<file path="config.mk">
export PLATFORM = sky130hd
export DESIGN_NAME = xterm_tty
export DESIGN_NICKNAME = d
export VERILOG_FILES = /design/src/rtl/xterm_tty.sv
export SDC_FILE = /design/constraint.sdc
export NUM_CORES = 1
export LEC_CHECK = 0
export CAP_MARGIN = 40
export CORE_MARGIN = 1
export CORE_UTILIZATION = 63
export CTS_CLUSTER_DIAMETER = 150
export DETAILED_ROUTE_END_ITERATION = 12
export PLACE_DENSITY_LB_ADDON = 0.05
export SLEW_MARGIN = 30
export SYNTH_ARGS = -nofsm -noshare
export SYNTH_HDL_FRONTEND = slang
export SYNTH_SLANG_ARGS = --single-unit
</file>
<file path="constraint.sdc">
create_clock -name clock_50 -period 6.5 [get_ports clock_50]
set_input_delay 1.625 -clock clock_50 [delete_from_list [all_inputs] [get_ports clock_50]]
set_output_delay 1.625 -clock clock_50 [all_outputs]
set_load 0.03 [all_outputs]
</file>
<file path="src/rtl/xterm_tty.sv">
// xterm_tty: 8N1 UART endpoint with a synchronized receiver on TX_in and a transmitter on RX_out.
// Optional feature: define XTERM_TTY_ECHO_EN to retransmit every correctly received byte.
module xterm_tty #(
    parameter int unsigned BAUD_DIV = 434
) (
    input  logic       clock_50,
    input  logic       reset_n,
    input  logic       TX_in,
    output logic       RX_out,
    output logic [7:0] rx_data,
    output logic       rx_valid,
    output logic       rx_frame_err,
    input  logic [7:0] tx_data,
    input  logic       tx_valid,
    output logic       tx_ready
);
    localparam int unsigned CNT_W  = 16;
    localparam int unsigned DATA_W = 8;
    localparam logic [CNT_W-1:0] BIT_LAST  = CNT_W'(BAUD_DIV - 1);
    localparam logic [CNT_W-1:0] HALF_LAST = CNT_W'(BAUD_DIV / 2 - 1);

    typedef enum logic [1:0] {S_IDLE, S_START, S_DATA, S_STOP} state_t;

    logic [1:0]        sync_q;
    logic              rx_line;
    state_t            rx_state, rx_state_nxt;
    logic [CNT_W-1:0]  rx_cnt, rx_cnt_nxt;
    logic [2:0]        rx_bit, rx_bit_nxt;
    logic [DATA_W-1:0] rx_sh, rx_sh_nxt, rx_data_nxt;
    logic              rx_valid_nxt, rx_err_nxt;

    state_t            tx_state, tx_state_nxt;
    logic [CNT_W-1:0]  tx_cnt, tx_cnt_nxt;
    logic [2:0]        tx_bit, tx_bit_nxt;
    logic [DATA_W-1:0] tx_sh, tx_sh_nxt, tx_load_c;
    logic              tx_line_nxt, tx_ready_nxt, tx_start_c;
`ifdef XTERM_TTY_ECHO_EN
    logic              echo_full, echo_full_nxt;
    logic [DATA_W-1:0] echo_byte, echo_byte_nxt;
`endif

    assign rx_line = sync_q[1];

    // Receiver: detect start, confirm at half bit, then sample at bit midpoints.
    always_comb begin
        rx_state_nxt = rx_state;
        rx_cnt_nxt   = rx_cnt;
        rx_bit_nxt   = rx_bit;
        rx_sh_nxt    = rx_sh;
        rx_data_nxt  = rx_data;
        rx_valid_nxt = 1'b0;
        rx_err_nxt   = 1'b0;
        case (rx_state)
            S_IDLE: begin
                if (!rx_line) begin
                    rx_state_nxt = S_START;
                    rx_cnt_nxt   = '0;
                end
            end
            S_START: begin
                if (rx_cnt == HALF_LAST) begin
                    rx_cnt_nxt   = '0;
                    rx_bit_nxt   = '0;
                    rx_state_nxt = rx_line ? S_IDLE : S_DATA;
                end else begin
                    rx_cnt_nxt = rx_cnt + CNT_W'(1);
                end
            end
            S_DATA: begin
                if (rx_cnt == BIT_LAST) begin
                    rx_cnt_nxt = '0;
                    rx_sh_nxt  = {rx_line, rx_sh[DATA_W-1:1]};
                    if (rx_bit == 3'd7) begin
                        rx_state_nxt = S_STOP;
                    end else begin
                        rx_bit_nxt = rx_bit + 3'd1;
                    end
                end else begin
                    rx_cnt_nxt = rx_cnt + CNT_W'(1);
                end
            end
            S_STOP: begin
                if (rx_cnt == BIT_LAST) begin
                    rx_cnt_nxt   = '0;
                    rx_state_nxt = S_IDLE;
                    if (rx_line) begin
                        rx_data_nxt  = rx_sh;
                        rx_valid_nxt = 1'b1;
                    end else begin
                        rx_err_nxt = 1'b1;
                    end
                end else begin
                    rx_cnt_nxt = rx_cnt + CNT_W'(1);
                end
            end
            default: rx_state_nxt = S_IDLE;
        endcase
    end

    // Transmitter: echo (when enabled) wins over the tx_data/tx_valid handshake.
    always_comb begin
        tx_state_nxt = tx_state;
        tx_cnt_nxt   = tx_cnt;
        tx_bit_nxt   = tx_bit;
        tx_sh_nxt    = tx_sh;
        tx_line_nxt  = RX_out;
        tx_load_c    = tx_data;
        tx_start_c   = (tx_state == S_IDLE) && tx_valid && tx_ready;
`ifdef XTERM_TTY_ECHO_EN
        echo_full_nxt = echo_full;
        echo_byte_nxt = echo_byte;
        if (echo_full) begin
            tx_start_c = (tx_state == S_IDLE);
            tx_load_c  = echo_byte;
            if (tx_state == S_IDLE) begin
                echo_full_nxt = 1'b0;
            end
        end
        if (rx_valid_nxt) begin
            echo_full_nxt = 1'b1;
            echo_byte_nxt = rx_data_nxt;
        end
`endif
        case (tx_state)
            S_IDLE: begin
                if (tx_start_c) begin
                    tx_sh_nxt    = tx_load_c;
                    tx_line_nxt  = 1'b0;
                    tx_cnt_nxt   = '0;
                    tx_state_nxt = S_START;
                end
            end
            S_START: begin
                if (tx_cnt == BIT_LAST) begin
                    tx_cnt_nxt   = '0;
                    tx_bit_nxt   = '0;
                    tx_line_nxt  = tx_sh[0];
                    tx_sh_nxt    = {1'b0, tx_sh[DATA_W-1:1]};
                    tx_state_nxt = S_DATA;
                end else begin
                    tx_cnt_nxt = tx_cnt + CNT_W'(1);
                end
            end
            S_DATA: begin
                if (tx_cnt == BIT_LAST) begin
                    tx_cnt_nxt = '0;
                    if (tx_bit == 3'd7) begin
                        tx_line_nxt  = 1'b1;
                        tx_state_nxt = S_STOP;
                    end else begin
                        tx_line_nxt = tx_sh[0];
                        tx_sh_nxt   = {1'b0, tx_sh[DATA_W-1:1]};
                        tx_bit_nxt  = tx_bit + 3'd1;
                    end
                end else begin
                    tx_cnt_nxt = tx_cnt + CNT_W'(1);
                end
            end
            S_STOP: begin
                if (tx_cnt == BIT_LAST) begin
                    tx_cnt_nxt   = '0;
                    tx_state_nxt = S_IDLE;
                end else begin
                    tx_cnt_nxt = tx_cnt + CNT_W'(1);
                end
            end
            default: tx_state_nxt = S_IDLE;
        endcase
`ifdef XTERM_TTY_ECHO_EN
        tx_ready_nxt = (tx_state_nxt == S_IDLE) && !echo_full_nxt;
`else
        tx_ready_nxt = (tx_state_nxt == S_IDLE);
`endif
    end

    always_ff @(posedge clock_50 or negedge reset_n) begin
        if (!reset_n) begin
            sync_q       <= '1;
            rx_state     <= S_IDLE;
            rx_cnt       <= '0;
            rx_bit       <= '0;
            rx_sh        <= '0;
            rx_data      <= '0;
            rx_valid     <= 1'b0;
            rx_frame_err <= 1'b0;
            tx_state     <= S_IDLE;
            tx_cnt       <= '0;
            tx_bit       <= '0;
            tx_sh        <= '0;
            RX_out       <= 1'b1;
            tx_ready     <= 1'b0;
`ifdef XTERM_TTY_ECHO_EN
            echo_full    <= 1'b0;
            echo_byte    <= '0;
`endif
        end else begin
            sync_q       <= {sync_q[0], TX_in};
            rx_state     <= rx_state_nxt;
            rx_cnt       <= rx_cnt_nxt;
            rx_bit       <= rx_bit_nxt;
            rx_sh        <= rx_sh_nxt;
            rx_data      <= rx_data_nxt;
            rx_valid     <= rx_valid_nxt;
            rx_frame_err <= rx_err_nxt;
            tx_state     <= tx_state_nxt;
            tx_cnt       <= tx_cnt_nxt;
            tx_bit       <= tx_bit_nxt;
            tx_sh        <= tx_sh_nxt;
            RX_out       <= tx_line_nxt;
            tx_ready     <= tx_ready_nxt;
`ifdef XTERM_TTY_ECHO_EN
            echo_full    <= echo_full_nxt;
            echo_byte    <= echo_byte_nxt;
`endif
        end
    end
endmodule

</file>
After elaboration in Yosys (flattened, before gate mapping):

Index checks and enable logic that the tools add are counted.

* register bits after elaboration: 72
* input bits: 12
* output and inout bits: 12
* word-level logic and storage cells: 100

* $add $sub $neg: 4
* equal/unequal tests: 21
* mux-type cells: 44
* reduce and logical (&&, ||, !) cells: 17

Operators with widths (count)
* $mux W16: 5
* $pmux W16 S3: 1
* $add A16 B1 Y16 const B: 2
* $eq A16 B9 Y1 const B: 2
* $mux W8: 4
* $pmux W16 S2: 1
* $pmux W8 S3: 1
* $mux W2: 11
* $ne A2 B2 Y1 const B: 10
* $mux W3: 6
* $eq A16 B8 Y1 const B: 1
* $pmux W2 S4: 2
* $pmux W3 S2: 2
* $reduce_and A4 Y1: 3
* $mux W1: 10
* $reduce_and A5 Y1: 2
* $eq A2 B2 Y1 const B: 4
* $add A3 B1 Y3 const B: 2
* $eq A3 B3 Y1 const B: 2
* $logic_not A2 Y1: 3
* $eq A2 B1 Y1 const B: 2
* $reduce_bool A2 Y1: 2
* $pmux W1 S3: 1
* $reduce_and A3 Y1: 1
* other kinds (5): 6

Depth between registers and ports, before layout:

* depth after elaboration: 6
* mapped depth: 9
* mapped depth without buffers: 7

Worst setup path before layout:

Ideal clock, no wire load.

* path type: input port to flip-flop
* start: in tx_valid
* end: reg tx_sh[4]
* setup time: 141 ps
* arrival: 2591 ps
* data required time: 6359 ps
* slack: 3768 ps
* cell stages on the path: 5
* path buffers: 1
* cells stage by stage: a21oi_1 -> nor2_1 -> clkbuf_1 -> a21oi_1 -> a31oi_1

* cells in the longest elaborated chain, start to end: 4

Ends and longest elaborated chain
* start, declared: line 14 `input logic tx_valid,`
* $logic_and A1 B1 Y1 (2 in a row): line 108 `tx_start_c = (tx_state == S_IDLE) && tx_valid && tx_ready;`
* $ne A2 B2 Y1 (no source line)
* $reduce_and A5 Y1 (no source line)
* end signal, assigned: line 208 `tx_sh <= tx_sh_nxt;`
* end, declared: line 35 `logic [DATA_W-1:0] tx_sh, tx_sh_nxt, tx_load_c;`

Every way passes these cells.
A chain may end at the register's enable or synchronous reset.

Worst setup path in the final report:

* start: reg RX_out
* end: out RX_out

RTL lines
* start, declared: line 9 `output logic RX_out,`
* start signal, assigned: line 209 `RX_out <= tx_line_nxt;`

No word-level cell between the ends.

==> results.md <==
- Status: complete, no violations
- Synthesized area: 3670 um2
- Setup violators final: 0
- Complex-gate fraction of the synthesized area: 0.151
- CTS Hold Buffers Added: 0
- Measured slew at the worst slew-check pin: 0.707 ns
- Worst Path Arrival: around 1.5 ns
- Syn Nets: 375
- Max H-tree Level: 3
- Yosys top cell by area: dfrtp_1
- Post-Route Skew: between 0.007 and 0.008 ns
- Synth Area in Adders: 0.0444
- WP buf/inv: 1
- Synth Flop Type: dfrtp_1
- Filler Cell Count: about 360
- Detailed Place HPWL: 4570 um
- Setup TNS: 0 ns
- DR WL/cell: 14.8 um
- Max cap viols: 0
- Sink Count: a little over 70
- Max stage delay cell, worst path: clkdlybuf4s50_1
- Antenna-violating nets left: 0
- Worst VDD drop: between 150 and 200 uV
- DRT iter0 DRCs: 180
- Core area: between 5000 and 6000 um2
- RSZ-0062 raised after global routing: no
- Pre-CTS setup slack: slightly above 3 ns
- Commonest non-fill, non-tap cell in the layout: dfrtp_1
- Post-Synthesis Cells: 350
- Total gr overflow: 0
- Synth unique cells: 52
- Routed vias: roughly 2.8k
- Synth Area in XOR/XNOR: 0.0191
- Total Power: about 0.86 mW
- Layout Area Growth over Synthesis: 15.1%
- Critical path's top delay family: buffers and inverters
- Cts repair resizes: 0
- Setup Fix Bufs, Post-CTS: 0
- Max-slew headroom: 0.525
- Share of layout cells above drive strength 1: 0.148
- Most frequent cells in the layout: 69 x dfrtp_1, 29 x nand2_1, 28 x o21ai_0, 22 x clkdlybuf4s50_1, 21 x a21oi_1
- IO Pins: 24
- Syn_area_per_cell: roughly 10 um2
- Synth Area in Simple Gates: 0.167
- Top cells by area, synth: dfrtp_1 47%, ha_1 4.4%, o21ai_0 3.8%
- Share of the synthesized area in the top cell type: 0.471
- DRC viols: 0
- Worst setup EP type: primary output
- Clk_lat worst skew: 0.35 ns
- Chip height: approximately 78 um
- Total Routing Usage GR: 0.245
- Flop and latch count out of synthesis: 72
- GPL Wtd Cong: between 0.8 and 0.9
- Power Density: 204 nW/um2
- Die area: just over 6000 um2
- Antenna Cells: 0
- Final worst slack: 3.34 ns
- Layout Utilization: 0.757
- Final cycle utilization of the critical path: 0.487
- Initial core utilization: 0.658
- Async set-reset flop share out of synthesis: 1.00
- CTS tree: yes
- Sequential share of the synthesized area: 0.492
- Routed WL: about 6800 um
- Drt via density: 6.02
- Worst path required time: 4.88 ns
- Post-route insts no fill: about 460
- First-pass GRT wire length: around 12,000 um
- Clock root cell: clkbuf_8
- Multiplexer share of the synthesized area: 0.0938
- CP max stage delay: 0.66 ns
- Ys Warns: 0
- Hold slack: between 0.3 and 0.4 ns
- FP Rows: 27
- CTS Buffer Depth: 2
- Initial antenna violation count: 0
- Leak: a little under 2 nW
- Clock slew at reported path FFs: roughly 0.08 ns
- Vias in the first global route: between 2k and 3k
- Fin. Hold Viols: 0
- Post-synth EDFFs: 0
- Nets: between 400 and 500
- Worst Path Class, Setup: reg2out
- Area after DPL: between 3000 and 4000 um2
- Minimum clock period after layout: around 3.2 ns
- Nature of the critical path startpoint: flop
- Final instance area: around 4200 um2
- IO buf count: 23
- First drt pass iteration count: 4
- Placed cell count: 440
- Hold Crit Class: reg2reg
- Fmax: around 320 MHz
- Die X: around 78 um
- Largest net degree at the start of global routing: 54
- Worst path cell trace: clkdlybuf4s50_1
- Crit Path Max Fanout: 2
- Slew Viols, Final: 0
- Main combinational cell family by area after synthesis: simple AND/OR/NAND/NOR gates
- CTS buffer count: 9
worst paths after layout:
path,startpoint,end,slack [ns],cells past startpoint
min in group asynchronous,reset_n,tx_cnt[10]$_DFFE_PN0P_,1.24,2
min reg2reg,sync_q[0]$_DFF_PN1_,sync_q[1]$_DFF_PN1_,0.36,0
max reg2reg,tx_cnt[1]$_DFFE_PN0P_,tx_bit[0]$_DFFE_PN0P_,3.52,8
max,RX_out$_DFFE_PN1P_,RX_out,3.34,1
min,sync_q[0]$_DFF_PN1_,sync_q[1]$_DFF_PN1_,0.36,0
max in group asynchronous,reset_n,sync_q[0]$_DFF_PN1_,4.67,3
sequential cells by signal, indices dropped and copies added (netlist names), named ones only:
signal and flops:
RX_out 1, rx_bit 3, rx_cnt 16, rx_data 8, rx_frame_err 1, rx_sh 8
rx_state 1, rx_valid 1, sync_q 2, tx_bit 3, tx_cnt 16, tx_ready 1
tx_sh 8, tx_state 2
report_power, final:
part / internal (mW) / switching, mW / total (mW)
Clock: 0.217 / 0.177 / 0.393
Sequential: 0.449 / 0.000589 / 0.449
Combinational: 0.00847 / 0.0104 / 0.0188
metal layers:
layer  part of all wire  global-route usage  vias up  routed length (um)
met4              0.015               0.106        0                 104
met2               0.48               0.376       43                3290
li1                   -                   -     1349                   -
met5                  0                   0        -                   0
met3              0.027              0.0570       14                 184
met1               0.47               0.334     1351                3210
cells in the mapped netlist, types with 2 or more instances:
library cell  count
a21oi_1          21
a22o_1            5
a31oi_1          19
a41o_1            2
a41oi_1           2
and2_1            2
and3_1            7
buf_6             2
clkbuf_1          7
dfrtp_1          69
dfstp_2           3
ha_1             13
inv_1            15
mux2_2           11
mux2_4            8
mux2i_1          10
nand2_1          29
nand2b_1          2
nand3_1          18
nand4_1           4
nor2_1           20
nor2b_1           4
nor3_1            6
nor4_1            4
o21ai_0          28
o31ai_1           4
or4_4             3
or4bb_1           2
xnor2_1           4
xor2_1            4
kinds of logic after synthesis:
| family | after synthesis |
|---|---|
| AND/OR/NAND/NOR | 111 |
| AO/OA/AOI/OAI | 90 |
| buffers and inverters | 27 |
| XOR/XNOR | 8 |
| flip-flops | 72 |
| adder cells (fa/ha/maj) | 13 |
| multiplexers | 29 |
layout make-up:
class / instances / area (um2) / area share
multi-input cells: 251 / 1740 / 0.413
clock buffers: 9 / 124 / 0.0293
clock inverters: 7 / 95.1 / 0.0225
flip-flops and latches: 72 / 1810 / 0.428
inverters: 16 / 60.1 / 0.0142
repair buffers: 31 / 303 / 0.0717
well taps: 72 / 90.1 / 0.0213
No activity file was read; power rests on OpenSTA's default activity.
